$ cat config.mk
export PLATFORM = sky130hd
export DESIGN_NAME = idli_sqi_resp
export DESIGN_NICKNAME = d
export VERILOG_FILES = /design/src/rtl/idli_sqi_pkg.sv /design/src/rtl/idli_sqi_sync.sv /design/src/rtl/idli_sqi_resp.sv
export SDC_FILE = /design/constraint.sdc
export NUM_CORES = 1
export LEC_CHECK = 0
export CAP_MARGIN = 10
export CORE_ASPECT_RATIO = 1.4
export CORE_MARGIN = 3
export CORE_UTILIZATION = 51
export DETAILED_ROUTE_END_ITERATION = 10
export PLACE_DENSITY = 0.75
export RECOVER_POWER = 100
export SYNTH_ARGS = -nofsm -noshare
export SYNTH_HDL_FRONTEND = slang
export SYNTH_SLANG_ARGS = --single-unit
$ cat constraint.sdc
create_clock -name clk -period 2.05 [get_ports clk]
set_input_delay 0.3075 -clock clk [delete_from_list [all_inputs] [get_ports clk]]
set_output_delay 0.3075 -clock clk [all_outputs]
set_load 0.03 [all_outputs]
$ cat src/rtl/idli_sqi_pkg.sv
// Shared types and constants for the idli SQI responder.
// Holds the FSM state encoding, command opcodes and the nibble-counter width.
package idli_sqi_pkg;

  typedef enum logic [2:0] {
    StIdle,
    StCmd,
    StAddr,
    StDummy,
    StRdata,
    StWdata,
    StIgnore
  } sqi_state_e;

  localparam logic [7:0] SQI_CMD_READ  = 8'h03;
  localparam logic [7:0] SQI_CMD_WRITE = 8'h02;

  // Wide enough for up to 16 address or dummy nibbles.
  localparam int unsigned NibCntW = 4;
  typedef logic [NibCntW-1:0] nib_cnt_t;

endpackage

$ cat src/rtl/idli_sqi_sync.sv
// Two-flop synchronizer and edge detector for the SQI pins.
// Data is delayed by the same two flops so it lines up with the sck edge pulses.
module idli_sqi_sync (
  input  logic       clk,
  input  logic       rst_n,
  input  logic       sck,
  input  logic       cs,
  input  logic [3:0] din,
  output logic       sck_rise,
  output logic       sck_fall,
  output logic       cs_rise,
  output logic       cs_fall,
  output logic [3:0] dsync
);

  logic       sck_m_q, sck_s_q, sck_p_q;
  logic       cs_m_q, cs_s_q, cs_p_q;
  logic [3:0] din_m_q, din_s_q;
  logic [1:0] prime_q;
  logic       armed_q;

  always_ff @(posedge clk) begin
    if (!rst_n) begin
      sck_m_q <= 1'b0;
      sck_s_q <= 1'b0;
      sck_p_q <= 1'b0;
      cs_m_q  <= 1'b1;
      cs_s_q  <= 1'b1;
      cs_p_q  <= 1'b1;
      din_m_q <= '0;
      din_s_q <= '0;
      prime_q <= '0;
      armed_q <= 1'b0;
    end else begin
      sck_m_q <= sck;
      sck_s_q <= sck_m_q;
      sck_p_q <= sck_s_q;
      cs_m_q  <= cs;
      cs_s_q  <= cs_m_q;
      cs_p_q  <= cs_s_q;
      din_m_q <= din;
      din_s_q <= din_m_q;
      prime_q <= {prime_q[0], 1'b1};
      // Only a CS high actually sampled from the pin (not the reset value) arms cs_fall,
      // so a reset with CS held low stays deaf until CS toggles high then low.
      if (prime_q[1] && cs_s_q) begin
        armed_q <= 1'b1;
      end
    end
  end

  assign sck_rise = sck_s_q & ~sck_p_q;
  assign sck_fall = ~sck_s_q & sck_p_q;
  assign cs_rise  = cs_s_q & ~cs_p_q;
  assign cs_fall  = armed_q & ~cs_s_q & cs_p_q;
  assign dsync    = din_s_q;

endmodule

$ cat src/rtl/idli_sqi_resp.sv
// SQI responder: decodes READ/WRITE commands from an oversampled quad-SPI bus and
// streams bytes to/from a byte-wide local memory port.
module idli_sqi_resp
  import idli_sqi_pkg::*;
#(
  parameter int unsigned ADDR_NIBBLES  = 6,
  parameter int unsigned DUMMY_NIBBLES = 2,
  localparam int unsigned ADDR_W       = 4 * ADDR_NIBBLES
) (
  input  logic              clk,
  input  logic              rst_n,
  input  logic              sqi_sck_i,
  input  logic              sqi_cs_i,
  input  logic [3:0]        sqi_data_i,
  output logic [3:0]        sqi_data_o,
  output logic              sqi_data_oe,
  output logic [ADDR_W-1:0] mem_addr,
  output logic [7:0]        mem_wdata,
  output logic              mem_we,
  output logic              mem_re,
  input  logic [7:0]        mem_rdata,
  output logic              busy,
  output logic              err
);

  logic       sck_rise, sck_fall, cs_rise, cs_fall;
  logic [3:0] dsync;

  idli_sqi_sync u_sync (
    .clk      (clk),
    .rst_n    (rst_n),
    .sck      (sqi_sck_i),
    .cs       (sqi_cs_i),
    .din      (sqi_data_i),
    .sck_rise (sck_rise),
    .sck_fall (sck_fall),
    .cs_rise  (cs_rise),
    .cs_fall  (cs_fall),
    .dsync    (dsync)
  );

  sqi_state_e        state_q, state_d;
  nib_cnt_t          cnt_q, cnt_d;
  logic [3:0]        cmd_hi_q, cmd_hi_d;
  logic              is_read_q, is_read_d;
  logic [ADDR_W-1:0] addr_q, addr_d;
  logic [7:0]        rbyte_q, rbyte_d;
  logic [3:0]        lo_q, lo_d;
  logic              hi_q, hi_d;
  logic [3:0]        wbuf_q, wbuf_d;
  logic [7:0]        wdata_q, wdata_d;
  logic [3:0]        dout_q, dout_d;
  logic              oe_q, oe_d;
  logic              we_q, we_d;
  logic              re_q, re_d;
  logic              re_dly_q;
  logic              err_q, err_d;
  logic [7:0]        cmd_byte;

  assign cmd_byte = {cmd_hi_q, dsync};

  always_comb begin
    state_d   = state_q;
    cnt_d     = cnt_q;
    cmd_hi_d  = cmd_hi_q;
    is_read_d = is_read_q;
    addr_d    = addr_q;
    rbyte_d   = rbyte_q;
    lo_d      = lo_q;
    hi_d      = hi_q;
    wbuf_d    = wbuf_q;
    wdata_d   = wdata_q;
    dout_d    = dout_q;
    oe_d      = oe_q;
    we_d      = 1'b0;
    re_d      = 1'b0;
    err_d     = 1'b0;

    // Read data lands one clk after the strobe; the write address advances after its strobe.
    if (re_dly_q) begin
      rbyte_d = mem_rdata;
    end
    if (we_q) begin
      addr_d = addr_q + ADDR_W'(1);
    end

    if (cs_rise) begin
      state_d = StIdle;
      oe_d    = 1'b0;
      dout_d  = '0;
    end else begin
      case (state_q)
        StIdle: begin
          if (cs_fall) begin
            state_d = StCmd;
            cnt_d   = '0;
          end
        end
        StCmd: begin
          if (sck_rise) begin
            cmd_hi_d = dsync;
            cnt_d    = cnt_q + nib_cnt_t'(1);
            if (cnt_q != '0) begin
              cnt_d = '0;
              if (cmd_byte == SQI_CMD_READ) begin
                state_d   = StAddr;
                is_read_d = 1'b1;
              end else if (cmd_byte == SQI_CMD_WRITE) begin
                state_d   = StAddr;
                is_read_d = 1'b0;
              end else begin
                state_d = StIgnore;
                err_d   = 1'b1;
              end
            end
          end
        end
        StAddr: begin
          if (sck_rise) begin
            addr_d = ADDR_W'({addr_q, dsync});
            cnt_d  = cnt_q + nib_cnt_t'(1);
            if (cnt_q == nib_cnt_t'(ADDR_NIBBLES - 1)) begin
              cnt_d = '0;
              hi_d  = 1'b1;
              if (is_read_q) begin
                re_d    = 1'b1;
                state_d = (DUMMY_NIBBLES == 0) ? StRdata : StDummy;
              end else begin
                state_d = StWdata;
              end
            end
          end
        end
        StDummy: begin
          if (sck_rise) begin
            cnt_d = cnt_q + nib_cnt_t'(1);
            if (cnt_q == nib_cnt_t'(DUMMY_NIBBLES - 1)) begin
              cnt_d   = '0;
              state_d = StRdata;
            end
          end
        end
        StRdata: begin
          if (sck_fall) begin
            oe_d = 1'b1;
            if (hi_q) begin
              // Keep the low nibble aside so the prefetch can overwrite rbyte.
              dout_d = rbyte_q[7:4];
              lo_d   = rbyte_q[3:0];
              addr_d = addr_q + ADDR_W'(1);
              re_d   = 1'b1;
              hi_d   = 1'b0;
            end else begin
              dout_d = lo_q;
              hi_d   = 1'b1;
            end
          end
        end
        StWdata: begin
          if (sck_rise) begin
            if (hi_q) begin
              wbuf_d = dsync;
              hi_d   = 1'b0;
            end else begin
              wdata_d = {wbuf_q, dsync};
              we_d    = 1'b1;
              hi_d    = 1'b1;
            end
          end
        end
        StIgnore: begin
        end
        default: begin
          state_d = StIdle;
        end
      endcase
    end
  end

  always_ff @(posedge clk) begin
    if (!rst_n) begin
      state_q   <= StIdle;
      cnt_q     <= '0;
      cmd_hi_q  <= '0;
      is_read_q <= 1'b0;
      addr_q    <= '0;
      rbyte_q   <= '0;
      lo_q      <= '0;
      hi_q      <= 1'b1;
      wbuf_q    <= '0;
      wdata_q   <= '0;
      dout_q    <= '0;
      oe_q      <= 1'b0;
      we_q      <= 1'b0;
      re_q      <= 1'b0;
      re_dly_q  <= 1'b0;
      err_q     <= 1'b0;
    end else begin
      state_q   <= state_d;
      cnt_q     <= cnt_d;
      cmd_hi_q  <= cmd_hi_d;
      is_read_q <= is_read_d;
      addr_q    <= addr_d;
      rbyte_q   <= rbyte_d;
      lo_q      <= lo_d;
      hi_q      <= hi_d;
      wbuf_q    <= wbuf_d;
      wdata_q   <= wdata_d;
      dout_q    <= dout_d;
      oe_q      <= oe_d;
      we_q      <= we_d;
      re_q      <= re_d;
      re_dly_q  <= re_q;
      err_q     <= err_d;
    end
  end

  assign sqi_data_o  = dout_q;
  assign sqi_data_oe = oe_q;
  assign mem_addr    = addr_q;
  assign mem_wdata   = wdata_q;
  assign mem_we      = we_q;
  assign mem_re      = re_q;
  assign busy        = (state_q != StIdle);
  assign err         = err_q;

endmodule

* After elaboration in Yosys (flattened, before gate mapping)
Cells that the tools add are included.
Word-level totals: flip-flop bits (word level) 87, input port bits 16
Cells by class: add/sub/neg operators 2, mux-type cells 42, bitwise gates (word level) 17, eq/ne operators 19, reductions and logical operators 20
Operator list (count):
- 24-bit 2-to-1 mux | 5
- 24-bit case mux with 2 select lines | 1
- 4-bit 2-to-1 mux | 8
- 3-bit 2-to-1 mux | 10
- 24-bit by 1-bit adder with 24-bit output (second input constant) | 1
- 2-bit inequality test (second input constant) | 9
- 8-bit by 2-bit == test with 1-bit output (second input constant) | 2
- 4-bit case mux with 4 select lines | 1
- 3-bit case mux with 5 select lines | 1
- 1-bit 2-to-1 mux | 14
- 1-bit NOT | 12
- 4-bit AND reduction | 3
- 6-bit AND reduction | 2
- 3-bit == test (second input constant) | 3
- 8-bit AND reduction | 1
- 4-bit nonzero test | 2
- 3-bit by 2-bit == test with 1-bit output (second input constant) | 2
- 3-bit nonzero test | 2
- 6-bit OR reduction | 1
- 1-bit AND | 5
- 5-bit AND reduction | 1
- 4-bit by 1-bit adder with 4-bit output (second input constant) | 1
- 4-bit by 1-bit == test with 1-bit output (second input constant) | 1
- 4-bit by 3-bit == test with 1-bit output (second input constant) | 1
- 11 further kinds | 11

* Depth between registers and ports, before layout
Gate-level depths: netlist (run 1).
word-level depth 6, mapped depth 8, gate-level depth less buffers 8

* Cells and area by module
Synthesis (run 1) repeated with hierarchy kept, for this count alone.
Unflattened totals: cell total of the unflattened synthesis 560, area total of the unflattened synthesis 4694.5 µm²
By module, submodules not included:
- idli_sqi_resp | cells an instance 521, seq. area each 1401.3 µm², instances 1, area an instance 4210.3 µm²
- idli_sqi_sync | cells an instance 39, seq. area each 340.3 µm², instances 1, area an instance 484.2 µm²

* Least setup slack after synthesis (run 1)
Ideal clock, no wire load.
path kind flip-flop to flip-flop, from register addr_q[0] (netlist: mem_addr[0]), to register addr_q[22] (netlist: mem_addr[22]), clock period less this slack 2.188 ns, setup slack -0.138 ns, data required time 1.933 ns, stages on the path, launching flop included 8, path buffers 0, arrival time 2.070 ns, path through dfxtp_1 -> ha_1 -> nand3_1 -> nor3_4 -> nand3_1 -> o31ai_1 -> o31ai_1 -> a32o_1
Between the ends: cells in the longest elaborated chain, start to end 6, elaborated cells between the ends (all ways) 7, those cells by class add/sub (1); mux (6)
Ends and longest elaborated chain:
- start: declaration | line idli_sqi_resp.sv:46 | logic [ADDR_W-1:0] addr_q, addr_d;
- start signal: assignment | line idli_sqi_resp.sv:203 | addr_q <= addr_d;
- 24-bit by 1-bit adder with 24-bit output (*) | line idli_sqi_resp.sv:84, idli_sqi_resp.sv:150
- 24-bit 2-to-1 mux | line idli_sqi_resp.sv:83 | if (we_q) begin
- 24-bit 2-to-1 mux | line idli_sqi_resp.sv:146 | if (hi_q) begin
- 24-bit 2-to-1 mux | line idli_sqi_resp.sv:144 | if (sck_fall) begin
- 24-bit case mux with 2 select lines | line idli_sqi_resp.sv:92 | case (state_q)
- 24-bit 2-to-1 mux (*) | line idli_sqi_resp.sv:87 | if (cs_rise) begin
Mark *: on every way between the ends. The rest lies on a longest branch, timed or not. A chain may end at the register's enable or synchronous reset.

* Worst setup path in the final report (run 1)
from register addr_q[14] (netlist: mem_addr[14]), to output port mem_addr[14]
RTL lines:
- end: declaration | line idli_sqi_resp.sv:17 | output logic [ADDR_W-1:0] mem_addr,
No word-level cell between the ends.

==> flow_metrics.py, run 1 <==
metrics = {
    "floorplanning": {
        "num_rows": 41,
        "die_h_um": 121,
        "die_x_um": 87.9,
        "start_util_pct": 52.7,
        "core_area_um2": 9080,
        "ios": 57,
        "dieArea_um2": 10600,
    },
    "timing": {
        "fmax_mhz": 508,
        "finalSetupViolations": 0,
        "hold_violations": 0,
        "finalCritPeriodShare_pct": 96.1,
        "final.min_clock_period_ns": 1.97,
        "layout_setup_ws_ns": 0.0810,
        "finalSetupTns_ns": 0,
        "tightestPinTransition_ns": 0.956,
        "drv_slew": 0,
        "slew_headroom_pct": 36.3,
        "fin_skew_ns": 0.00952,
    },
    "global_route": {
        "grt_pass1_wl_um": 23100,
        "grt.total_usage_pct": 27.8,
        "overflow": 0,
        "grt_pass1_vias": 4789,
        "antenna_found_initial": 0,
        "grt_max_degree": 32,
    },
    "layout": {
        "fin_util_pct": 67.3,
        "n_antenna_cell": 0,
        "syn2layout_area_growth_pct": 27.6,
        "fin_area_um2": 6110,
        "final_nets": 695,
        "drive_above_1_share_pct": 15.0,
    },
    "place": {
        "place_congestion": 0.945,
        "dp_hpwl_um": 10500,
        "portBuffers": 56,
        "place_ws_ns": 0.00580,
        "placed_area_um2": 5800,
    },
    "yosys": {
        "synthArstFlopShare_pct": 0,
        "synth_area_per_cell_um2": 8.26,
        "netlist_instances": 580,
        "synthDistinctLibCells": 69,
        "yosysTopAreaCell": "dfxtp_1",
        "yosysWarnings": 0,
        "ys.flop_type": "dfxtp_1",
        "ys_seq_area_share_pct": 36.4,
        "ys_top_cells_by_area": "dfxtp_1 (36%), mux2i_1 (7.1%), nor2_1 (5.6%)",
        "syn_area_um2": 4790,
        "yosysTopAreaCellShare_pct": 36.4,
        "synth.most_common_cell": "dfxtp_1",
        "synth-seq-cells": 87,
        "synth-edff-count": 0,
        "synth_commonest_cells": "dfxtp_1 (87), nor2_1 (72), nand2_1 (51)",
        "synth_nets": 600,
    },
    "detailed_routing": {
        "drc": 0,
        "drt_first_pass_iters": 5,
        "viasPerCell": 6.18,
        "drt-initial-drc-count": 360,
        "wl_um": 14300,
        "wl_per_cell_um": 18.2,
        "ant_nets": 0,
        "via_count": 4864,
    },
    "worst_setup_path": {
        "critPathLaunchType": "flip-flop",
        "cp.required_ns": 1.74,
        "worst-setup-path-type": "reg2out",
        "crit_path_top_delay_cell": "clkdlybuf4s50_1",
        "worst_path_largest_cell_delay_ns": 0.75,
        "critical_path_buf_inv_count": 1,
        "worstPathCellList": "clkdlybuf4s50_1",
        "critPathMaxFanout": 10,
        "crit_path_end_kind": "output pin",
        "r2r_slack_ns": 0.11,
        "cpLargestDelayFamily": "buffers and inverters",
        "critical_path_arrival_ns": 1.66,
    },
    "power": {
        "p_leak_nw": 2.39,
        "p_total_mw": 3.67,
        "ir_drop_v": 0.000619,
        "power_density_nw_per_um2": 601,
    },
    "clocking": {
        "cts_inserted_buffers": 9,
        "cts_tree": "yes",
        "cts_sinks": 87,
        "clock_latency_ns": 0.35,
        "ctsHoldBuffers": 0,
        "htreeDepth": 3,
        "cts.clk_slew.worst_paths_ns": 0.07,
        "ctsLongestPathBuffers": 2,
        "root_buffer": "clkbuf_16",
    },
    "hold_path": {
        "holdCritPathClass": "reg2reg",
    },
    "job": {
        "cap_violations": 0,
    },
    "outcome": {
        "status": "completed",
    },
}
power breakdown:
part | total (mW) | switching, mW | leakage, nW | internal (mW)
combinational | 0.210 | 0.123 | 1.53 | 0.0870
sequential | 1.72 | 0.0153 | 0.707 | 1.71
clock | 1.74 | 0.768 | 0.151 | 0.973
total | 3.67 | 0.907 | 2.39 | 2.77
what timing repair did:
item	in CTS	in global routing
setup endpoints to repair	1	8
resized for setup	1	7
buffers inserted	0	3
endpoints found under the hold margin	0	0
pin swaps	0	1
registers in the layout, indices dropped and copies added, names as in the netlist, 2 cells and up:
register and flops:
lo_q 4, u_sync.din_m_q 4, mem_wdata 8, u_sync.prime_q 2, mem_addr 24, sqi_data_o 4
state_q 3, wbuf_q 4, cnt_q 4, u_sync.dsync 4, cmd_hi_q 4, rbyte_q 8
layout make-up:
type | instances | area, um^2
inverters | 9 | 33.8
fillers | 746 | 2970
clock buffers | 9 | 225
repair buffers | 126 | 1040
clock inverters | 7 | 91.3
well taps | 107 | 134
multi-input cells | 442 | 2840
flip-flops and latches | 87 | 1750
layer usage:
layer / GRT usage [%] / share of wire [%] / wire length [um]
met3: 5.52 / 6.5 / 939
met2: 47.7 / 51 / 7340
met5: 0 / 0 / 0
met1: 30.6 / 37 / 5300
met4: 17.4 / 5.4 / 772
path summary, 6_finish.rpt:
kind | depth (start not counted) | start | to
setup / recovery | 1 | mem_addr[14] | mem_addr[14]
hold / removal | 1 | u_sync.din_m_q[0] | u_sync.dsync[0]
setup reg to reg | 6 | state_q[0] | mem_addr[22]
hold reg to reg | 1 | u_sync.din_m_q[0] | u_sync.dsync[0]
cell usage in the layout, fill, tap and decap left out, types with 7 or more instances in the layout:
cell / count
dfxtp_1: 82
nor2_1: 72
buf_4: 62
nand2_1: 51
mux2i_1: 34
clkdlybuf4s50_1: 33
a21oi_1: 32
o21ai_0: 28
dlygate4sd3_1: 20
nand3_1: 19
and2_1: 17
xor2_1: 14
xnor2_1: 13
nand4_1: 13
nor3_1: 11
nand2b_1: 10
o211ai_1: 9
clkbuf_16: 9
clkbuf_1: 9
inv_1: 8
a22oi_1: 7
cells by family (layout without fill, tap and decap cells):
| kind of cell | count (synthesis) | after routing | share of synthesized area [%] |
|---|---|---|---|
| adder cells (fa/ha/maj) | 4 | 4 | 1.05 |
| buffers and inverters | 51 | 151 | 4.76 |
| AND/OR/NAND/NOR | 240 | 240 | 26.3 |
| flip-flops | 87 | 87 | 36.4 |
| XOR/XNOR | 27 | 27 | 4.94 |
| AO/OA/AOI/OAI | 135 | 135 | 19.0 |
| multiplexers | 36 | 36 | 7.58 |
per-stage QoR:
| stage | cells | hold WS (ns) |
|---|---|---|
| 2_1_floorplan | 580 | 0.335 |
| 3_3_place_gp | 768 | 0.415 |
| 3_5_place_dp | 768 | 0.406 |
| 4_1_cts | 784 | 0.433 |
| 5_1_grt | 787 | 0.447 |
| 6_report | 787 | 0.434 |
(Power assumes the default switching activity.)
==> run 2: changes to the inputs <==
--- a/config.mk
+++ b/config.mk
@@ -7,9 +7,10 @@
 export LEC_CHECK = 0
 export CAP_MARGIN = 10
 export CORE_ASPECT_RATIO = 1.4
-export CORE_MARGIN = 3
+export CORE_MARGIN = 4
 export CORE_UTILIZATION = 51
 export DETAILED_ROUTE_END_ITERATION = 10
+export HOLD_SLACK_MARGIN = 0.08
 export PLACE_DENSITY = 0.75
 export RECOVER_POWER = 100
 export SYNTH_ARGS = -nofsm -noshare
==> run 2 against run 1 <==
Net effect:
- design area about the same
- sequential share of layout area about the same
- via count up 0.27%
- count of clock-buffer cells in the layout up 1
- sequential power about the same
- cell count down 0.13%
- routed wire length up 1.5%
- clock power down 5%
- combinational power about the same
- first-iteration DRC count up 7.2%
- non-clock buffer count down 1
- largest power group is now registers
==> flow_metrics.py, run 2 (synthesized netlist as in run 1, its figures left out) <==
metrics = {
    "floorplanning": {
        "core_area_um2": 9080,
        "die_x_um": 89.9,
        "die_h_um": 123,
        "start_util_pct": 52.7,
        "ios": 57,
        "dieArea_um2": 11000,
        "num_rows": 41,
    },
    "place": {
        "dpl.cell_count": 770,
        "portBuffers": 56,
        "dp_hpwl_um": 10500,
        "place_congestion": 0.914,
    },
    "global_route": {
        "grt_pass1_wl_um": 23300,
        "grt_max_degree": 35,
        "antenna_found_initial": 0,
        "grt.total_usage_pct": 26.4,
        "overflow": 0,
        "grt_pass1_vias": 4776,
    },
    "worst_setup_path": {
        "crit_path_end_kind": "output pin",
        "r2r-start": "mem_addr[1]",
        "critPathMaxFanout": 7,
        "worstPathCellList": "buf_4 > clkdlybuf4s50_1",
        "critPathCapture": "mem_addr[13]",
        "ff2ff_path_depth": 7,
        "worst_path_largest_cell_delay_ns": 0.68,
        "cp.required_ns": 1.74,
        "r2r_end": "mem_addr[22]",
        "crit_path_top_delay_cell": "clkdlybuf4s50_1",
        "critical_path_arrival_ns": 1.73,
        "crit_start": "mem_addr[13]",
        "worst-setup-path-type": "reg2out",
        "critPathLaunchType": "flip-flop",
        "r2r_slack_ns": 0.07,
    },
    "layout": {
        "fin_util_pct": 67.3,
        "final_nets": 694,
        "final_cell_mix": "dfxtp_1 (84), nor2_1 (72), buf_4 (63), nand2_1 (51), dlygate4sd3_1 (40)",
        "n_antenna_cell": 0,
        "drive_above_1_share_pct": 15.2,
        "syn2layout_area_growth_pct": 27.6,
        "fin_cells": 786,
        "final_common_cell": "dfxtp_1",
        "largest_reg_flops": 24,
    },
    "power": {
        "ir_drop_v": 0.000547,
        "p_leak_nw": 2.44,
        "p_total_mw": 3.59,
        "power_density_nw_per_um2": 588,
    },
    "clocking": {
        "cts_inserted_buffers": 9,
        "htreeDepth": 3,
        "clock_latency_ns": 0.34,
        "ctsLongestPathBuffers": 2,
        "cts_setup_buffers": 0,
        "ctsHoldBuffers": 0,
        "cts_tree": "yes",
        "cts.clk_slew.worst_paths_ns": 0.07,
        "root_buffer": "clkbuf_16",
        "cts_sinks": 87,
    },
    "detailed_routing": {
        "viasPerCell": 6.20,
        "via_count": 4877,
        "wl_per_cell_um": 18.5,
        "drt-initial-drc-count": 386,
        "drc": 0,
        "drt_first_pass_iters": 5,
        "wl_um": 14600,
        "ant_nets": 0,
    },
    "timing": {
        "hold_violations": 0,
        "tightestPinTransition_ns": 0.526,
        "fin_skew_ns": 0.00629,
        "fmax_mhz": 490,
        "finalCritPeriodShare_pct": 99.5,
        "whs_ns": 0.432,
        "finalSetupTns_ns": 0,
        "rsz0062_at_grt": "no",
        "drv_slew": 0,
        "final.min_clock_period_ns": 2.04,
        "finalSetupViolations": 0,
        "slew_headroom_pct": 64.8,
    },
    "job": {
        "cap_violations": 0,
    },
    "outcome": {
        "status": "completed",
    },
    "hold_path": {
        "holdCritPathClass": "reg2reg",
    },
}
-- run 2: cell count changes in the layout (fill, tap and decap cells not counted), moves of 2 or more --
cell             previous run  this run
clkbuf_1                    9         6
and2_1                     17        12
clkdlybuf4s50_1            33        15
o31ai_2                     1         3
o31ai_1                     6         4
dfxtp_1                    82        84
nor3_2                      1         3
dfxtp_2                     5         3
dlygate4sd3_1              20        40
and2_0                      1         6
-- run 2: worst min path at each step --
| stage | from | slack, ns | to | cells past startpoint |
|---|---|---|---|---|
| floorplan | rst_n | 0.34 | u_sync.prime_q[0] | 0 |
| finish | u_sync.prime_q[0] | 0.43 | u_sync.prime_q[1] | 1 |
| global placement | u_sync.prime_q[0] | 0.42 | u_sync.prime_q[1] | 1 |
| detailed placement | u_sync.cs_m_q | 0.41 | u_sync.cs_s_q | 1 |
| CTS | u_sync.prime_q[0] | 0.43 | u_sync.prime_q[1] | 1 |
| global route | u_sync.din_m_q[2] | 0.45 | u_sync.dsync[2] | 1 |
-- run 2: area by class of cell --
| class | instances | area, um^2 |
|---|---|---|
| Sequential cell | 87 | 1750 |
| Multi-Input combinational cell | 442 | 2840 |
| Fill cell | 771 | 2970 |
| Timing Repair Buffer | 125 | 1060 |
| Tap cell | 107 | 134 |
| Clock buffer | 10 | 229 |
| Clock inverter | 6 | 68.8 |
| Inverter | 9 | 33.8 |
-- run 2: power by group --
group          leakage (nW)  switching (mW)  total, mW  internal (mW)
Combinational          1.59           0.123      0.211         0.0879
Clock                 0.143           0.707       1.66          0.954
Sequential            0.706          0.0157       1.72           1.71
Total                  2.44           0.845       3.59           2.75
-- run 2: worst max-delay path: cells and delay by family (launching register included) --
| kind | cells | cell delay, ns |
|---|---|---|
| DFF | 1 | 0.49 |
| buffers and inverters | 2 | 0.90 |
-- run 2: timing repair --
item | 4_1_cts | 5_1_grt
setup endpoints to repair | 1 | 4
pin swaps | 0 | 2
gates resized for setup | 1 | 4
-- run 2: metrics by stage --
step	worst slack (ns)	instance area [um^2]
floorplan	-0.00137	4800
detailed placement	0.0429	5820
global placement	0.0737	5820
global route	0.00331	6110
CTS	0.0481	6120
finish	0.00975	6110
-- run 2: routing by layer --
metal | vias up | part of all wire (%) | GRT usage (%)
li1 | 2272 | - | -
met1 | 2264 | 37 | 28.1
met2 | 264 | 51 | 47.5
met3 | 77 | 6.4 | 4.05
met4 | 0 | 6.3 | 19.5
met5 | - | 0 | 0
==> run 3: changes to the inputs <==
--- a/config.mk
+++ b/config.mk
@@ -5,6 +5,7 @@
 export SDC_FILE = /design/constraint.sdc
 export NUM_CORES = 1
 export LEC_CHECK = 0
+export ABC_CLOCK_PERIOD_IN_PS = 2050
 export CAP_MARGIN = 10
 export CORE_ASPECT_RATIO = 1.4
 export CORE_MARGIN = 4
@@ -16,3 +17,4 @@
 export SYNTH_ARGS = -nofsm -noshare
 export SYNTH_HDL_FRONTEND = slang
 export SYNTH_SLANG_ARGS = --single-unit
+export TNS_END_PERCENT = 100
==> results of run 3 <==
Same layout as run 2: the final DEF is identical, and so are final timing and power.
